`config.mk`:
```
export PLATFORM = sky130hd
export DESIGN_NAME = irq_rr_scheduler
export DESIGN_NICKNAME = d
export VERILOG_FILES = /design/src/rtl/irq_rr_scheduler_pkg.sv /design/src/rtl/irq_rr_scheduler_rr_pick.sv /design/src/rtl/irq_rr_scheduler.sv
export SDC_FILE = /design/constraint.sdc
export NUM_CORES = 1
export LEC_CHECK = 0
export BUFFER_PORTS_ARGS = -buffer_cell sky130_fd_sc_hd__buf_2
export CORE_MARGIN = 2
export CORE_UTILIZATION = 48
export DETAILED_ROUTE_END_ITERATION = 12
export GPL_TIMING_DRIVEN = 0
export PLACE_DENSITY = 0.7
export SKIP_CTS_REPAIR_TIMING = 1
export SKIP_LAST_GASP = 1
export SYNTH_ARGS = -nofsm -noshare
export SYNTH_HDL_FRONTEND = slang
export SYNTH_HIERARCHICAL = 1
export SYNTH_SLANG_ARGS = --single-unit
```
`constraint.sdc`:
```
create_clock -name PCLK -period 14.2 [get_ports PCLK]
set_input_delay 0.71 -clock PCLK [delete_from_list [all_inputs] [get_ports PCLK]]
set_output_delay 0.71 -clock PCLK [all_outputs]
set_load 0.05 [all_outputs]
```
`src/rtl/irq_rr_scheduler_pkg.sv`:
```
// Shared definitions for the interrupt round-robin scheduler: FSM encoding and
// default sizing.
package irq_sched_pkg;

    typedef enum logic [1:0] {
        IDLE    = 2'd0,
        ASSERT  = 2'd1,
        RELEASE = 2'd2
    } sched_state_e;

    localparam int NUM_SRC_DEF     = 10;
    localparam int ID_W_DEF        = 4;
    localparam int ACK_TIMEOUT_DEF = 255;
    localparam int TO_W_DEF        = 8;

endpackage

```
`src/rtl/irq_rr_scheduler_rr_pick.sv`:
```
// Combinational round-robin priority encoder: returns the first set bit of elig
// starting one position after last_grant, wrapping modulo NUM_SRC.
module rr_pick #(
    parameter int NUM_SRC = 10,
    parameter int ID_W    = 4
) (
    input  logic [NUM_SRC-1:0] elig,
    input  logic [ID_W-1:0]    last_grant,
    output logic [ID_W-1:0]    pick,
    output logic               any
);

    int idx;

    // Scan from the farthest offset down so the nearest eligible source wins.
    always_comb begin
        pick = '0;
        any  = 1'b0;
        idx  = 0;
        for (int off = NUM_SRC; off >= 1; off--) begin
            idx = (int'(last_grant) + off) % NUM_SRC;
            if (elig[idx]) begin
                pick = ID_W'(idx);
                any  = 1'b1;
            end
        end
    end

endmodule

```
`src/rtl/irq_rr_scheduler.sv`:
```
// Shares one CPU interrupt line and ack handshake among NUM_SRC event sources.
//
//   state   | meaning
//   --------+-----------------------------------------------------------
//   IDLE    | no grant outstanding; grant next eligible source if any
//   ASSERT  | irq high for irq_id; waiting for ack_in or timeout
//   RELEASE | ack seen; waiting for ack_in to drop before re-arbitrating
module irq_rr_scheduler
    import irq_sched_pkg::*;
#(
    parameter int NUM_SRC     = NUM_SRC_DEF,
    parameter int ID_W        = ID_W_DEF,
    parameter int ACK_TIMEOUT = ACK_TIMEOUT_DEF,
    parameter int TO_W        = TO_W_DEF
) (
    input  logic               PCLK,
    input  logic               PRESETn,
    input  logic [NUM_SRC-1:0] src_req,
    input  logic [NUM_SRC-1:0] enable_mask,
    input  logic               ack_in,
    output logic               irq,
    output logic [ID_W-1:0]    irq_id,
    output logic [NUM_SRC-1:0] pending,
    output logic [NUM_SRC-1:0] served,
    output logic               timeout_err
);

    sched_state_e       state_q, state_d;
    logic [NUM_SRC-1:0] src_q, src_d;
    logic [NUM_SRC-1:0] pending_q, pending_d;
    logic [NUM_SRC-1:0] served_q, served_d;
    logic [TO_W-1:0]    tcnt_q, tcnt_d;
    logic [ID_W-1:0]    last_grant_q, last_grant_d;
    logic [ID_W-1:0]    irq_id_q, irq_id_d;
    logic               irq_q, irq_d;
    logic               timeout_err_q, timeout_err_d;

    logic [NUM_SRC-1:0] src_edge;
    logic [NUM_SRC-1:0] elig;
    logic [NUM_SRC-1:0] clr_mask;
    logic [ID_W-1:0]    pick;
    logic               any;

    assign src_edge = src_req & ~src_q & enable_mask;
    assign elig     = pending_q & enable_mask;

    rr_pick #(
        .NUM_SRC (NUM_SRC),
        .ID_W    (ID_W)
    ) u_rr_pick (
        .elig       (elig),
        .last_grant (last_grant_q),
        .pick       (pick),
        .any        (any)
    );

    // Next-state logic for the handshake FSM, pending latch and pulse outputs.
    always_comb begin
        state_d       = state_q;
        src_d         = src_req;
        tcnt_d        = tcnt_q;
        last_grant_d  = last_grant_q;
        irq_id_d      = irq_id_q;
        irq_d         = irq_q;
        served_d      = '0;
        timeout_err_d = 1'b0;
        clr_mask      = '0;

        case (state_q)
            IDLE: begin
                if (any) begin
                    irq_id_d     = pick;
                    last_grant_d = pick;
                    irq_d        = 1'b1;
                    tcnt_d       = '0;
                    state_d      = ASSERT;
                end
            end
            ASSERT: begin
                if (ack_in) begin
                    irq_d    = 1'b0;
                    served_d = NUM_SRC'(1) << irq_id_q;
                    clr_mask = NUM_SRC'(1) << irq_id_q;
                    state_d  = RELEASE;
                end else if (tcnt_q == TO_W'(ACK_TIMEOUT - 1)) begin
                    // Pending bit is kept; last_grant already moved past it.
                    irq_d         = 1'b0;
                    timeout_err_d = 1'b1;
                    state_d       = IDLE;
                end else begin
                    tcnt_d = tcnt_q + 1'b1;
                end
            end
            RELEASE: begin
                if (!ack_in) begin
                    state_d = IDLE;
                end
            end
            default: begin
                irq_d   = 1'b0;
                state_d = IDLE;
            end
        endcase

        // A fresh edge in the same cycle as the clear wins.
        pending_d = (pending_q & ~clr_mask) | src_edge;
    end

    // State and registered outputs with synchronous active-low reset.
    always_ff @(posedge PCLK) begin
        if (!PRESETn) begin
            state_q       <= IDLE;
            src_q         <= '0;
            pending_q     <= '0;
            served_q      <= '0;
            tcnt_q        <= '0;
            last_grant_q  <= ID_W'(NUM_SRC - 1);
            irq_id_q      <= '0;
            irq_q         <= 1'b0;
            timeout_err_q <= 1'b0;
        end else begin
            state_q       <= state_d;
            src_q         <= src_d;
            pending_q     <= pending_d;
            served_q      <= served_d;
            tcnt_q        <= tcnt_d;
            last_grant_q  <= last_grant_d;
            irq_id_q      <= irq_id_d;
            irq_q         <= irq_d;
            timeout_err_q <= timeout_err_d;
        end
    end

    assign irq         = irq_q;
    assign irq_id      = irq_id_q;
    assign pending     = pending_q;
    assign served      = served_q;
    assign timeout_err = timeout_err_q;

endmodule

```
==> results.tsv <==
stage	metric	value	unit
cts	clk_latency	0.29	ns
synthesis	syn-cell-area	6090	µm²
global_route	antenna_found_initial	0	
timing	tightest_slew	1.06	ns
cts	numCtsBuffers	5	
global_route	grt_use_total	0.280	
cts	cts_tree	yes	
synthesis	synthCells	764	
synthesis	synth_top_area_cell	dfxtp_1	
run	maxCapViolCount	0	
synthesis	synth_top_area_frac	0.158	
route	dr.pass1.iters	5	
die	io_pins	49	
cells_and_area	final_cell_mix	73 x nand2_1, 60 x a21oi_1, 56 x nor2_1	
global_route	grt_pass1_wl	30.2	mm
cells_and_area	nFillCells	1224	
route	drcViolationCount	0	
timing	period_needed	6.41	ns
place	portBuffers	46	
hold_path	worstHoldPathType	register to register	
synthesis	yosys_warnings	6	
cells_and_area	multiInputGateArea	4720	µm²
die	die_area	13600	µm²
synthesis	yosys_register_bits	48	
synthesis	synth.distinct_cells	106	
die	core_area	12500	µm²
critical_path	critical_path_arrival	6.64	ns
global_route	grt_max_degree	17	
synthesis	synth_ff_type	dfxtp_1	
place	gp_congestion	0.941	
die	die_w	117	µm
route	final_antenna_net_count	0	
critical_path	cp_max_fo	16	
timing	fmax	0.156	GHz
cts	clk_path_buf_depth	2	
critical_path	required	14.43	ns
outcome	status	finished clean	
critical_path	setup.worst_path.start	last_grant_q[2]	
synthesis	synth-edff-count	0	
timing	setup_tns	0	ns
cells_and_area	n_antenna_cell	0	
route	avgRoutedWirePerCell	19.4	µm
pwr	powerDensity	258	nW/µm²
critical_path	criticalPathCategory	register to register	
route	drtIter0Drc	678	
critical_path	ff2ff_setup_slack	7.79	ns
timing	setup_viol	0	
place	dp_hpwl	14.9	mm
cts	clock_sinks	48	
cells_and_area	area_delta_synth_final	10.2	%
cells_and_area	final_common_cell	nand2_1	
synthesis	synth.top_cells.by_area	dfxtp_1 16%, ha_1 8.0%, a21oi_1 4.9%	
pwr	power.leakage	2.77	nW
critical_path	reg2reg_to	tcnt_q[1]	
die	fp-row-count	41	
pwr	ir_drop	0.185	mV
route	wl	19.2	mm
timing	hold_viol	0	
global_route	overflow	0	
timing	rsz0062_at_grt	no	
critical_path	crit_path_end_kind	register	
critical_path	timing.rr.start	last_grant_q[2]	
die	start_util	0.486	
timing	period_share	0.451	
cells_and_area	regArea	961	µm²
cts	clk_pin_slew	0.06	ns
critical_path	crit_end	tcnt_q[1]	
cells_and_area	drive_above_1_share	0.196	
timing	worst_slew_margin_rel	0.296	
global_route	first_global_vias	5895	
pwr	total_power	0.00173	W
critical_path	start_kind	register	
critical_path	reg2reg_depth	19	
cts	htree_levels	2	
cells_and_area	fin_nets	879	
synthesis	synth.avg_cell_area	7.97	µm²
timing	slew_viol_final	0	
synthesis	synth_nets	826	
timing	clock_skew	0.00731	ns
synthesis	ys_async_sr_fraction	0	
die	die_h	117	µm
route	via_per_inst	6.38	
route	vias	6316	
cts	clk_root_buffer_cell	clkbuf_16	
synthesis	ys_seq_area_frac	0.158	
[sequential cells by signal (all words and copies together), names as in the netlist]
| name | flops |
|---|---|
| src_q | 10 |
| irq_id | 2 |
| last_grant_q | 4 |
| served | 10 |
| irq | 1 |
| pending | 10 |
| timeout_err | 1 |
| tcnt_q | 8 |
| state_q | 2 |
[worst min path at each step]
stage | from | to | slack (ns) | depth (start not counted)
6_report | pending[9] | pending[9] | 0.48 | 2
5_1_grt | src_q[7] | pending[7] | 0.50 | 2
4_1_cts | pending[5] | pending[5] | 0.49 | 2
3_5_place_dp | pending[9] | pending[9] | 0.48 | 2
3_3_place_gp | pending[7] | pending[7] | 0.47 | 2
2_1_floorplan | src_q[0] | pending[0] | 0.46 | 2
[worst max-delay path, stage by stage (launching register included)]
cell       delay (ns)
dfxtp_1          1.02
buf_6            0.26
clkinv_1         0.45
ha_1             0.53
a21oi_1          0.34
inv_1            0.19
o311ai_0         0.14
o21ai_0          0.24
ha_1             0.34
and3_1           0.18
o21ai_0          0.14
a21oi_1          0.11
a2111oi_0        0.55
o221ai_1         0.31
nand3b_1         0.31
or4_1            0.20
nand2b_1         0.12
a21o_1           0.26
or4_1            0.49
a21oi_1          0.14
[area by class of cell]
| cell class | instances | area share |
|---|---|---|
| Buffer | 37 | 0.0449 |
| Clock buffer | 6 | 0.0207 |
| Clock inverter | 2 | 0.00578 |
| Inverter | 27 | 0.0151 |
| Multi-Input combinational cell | 652 | 0.704 |
| Sequential cell | 48 | 0.143 |
| Tap cell | 172 | 0.0321 |
| Timing Repair Buffer | 46 | 0.0343 |
[report_power, final]
part	switching (W)	internal, W	total (W)
clock network	0.0000504	0.0000881	0.000138
registers	0.0000291	0.000150	0.000179
logic	0.000854	0.000559	0.00141
[logic make-up after synthesis]
kind of cell	count (synthesis)	share of synthesized area
xor gates and xnor gates	26	0.0448
buffers and inverters	64	0.0662
AOI/OAI and AO/OA	238	0.278
muxes	48	0.102
DFF	48	0.158
adders and majority gates	45	0.0911
and+or+nand+nor	295	0.260
[cell usage after synthesis (6+ instances only)]
master / n
inv_1: 22
nor2_1: 56
or2_2: 11
xnor2_1: 19
o21ai_0: 41
a21oi_1: 60
a31oi_1: 6
buf_2: 6
nand3_1: 18
dfxtp_1: 48
mux2i_1: 19
mux2_2: 15
nand2_1: 73
nand2b_1: 17
buf_6: 10
clkbuf_1: 9
and2_1: 24
a21o_1: 6
nand3b_1: 17
or3_1: 7
mux4_2: 8
nor3_1: 14
nor2b_1: 10
o21a_1: 7
o22ai_1: 6
o21ai_1: 9
ha_1: 39
a211oi_1: 8
o221ai_1: 10
nand4_1: 8
[layer usage]
metal	global-route usage	up-vias	part of all wire
met5	0	-	0
met4	0.0918	0	0.027
met3	0.0353	58	0.079
met2	0.477	296	0.48
met1	0.369	2995	0.42
li1	-	2967	-
[stage by stage]
| step | instances | util | hold slack [ns] | setup WS (ns) | instance area [µm²] |
|---|---|---|---|---|---|
| 2_1_floorplan | 764 | - | 0.464 | 9.38 | 6090 |
| 6_report | 990 | 0.536 | 0.485 | 7.79 | 6710 |
| 5_1_grt | 990 | 0.536 | 0.503 | 7.46 | 6710 |
| 4_1_cts | 990 | 0.536 | 0.490 | 7.87 | 6710 |
| 3_5_place_dp | 982 | 0.522 | 0.480 | 7.95 | 6530 |
| 3_3_place_gp | 982 | 0.522 | 0.467 | 8.03 | 6530 |
(Power assumes the default switching activity.)
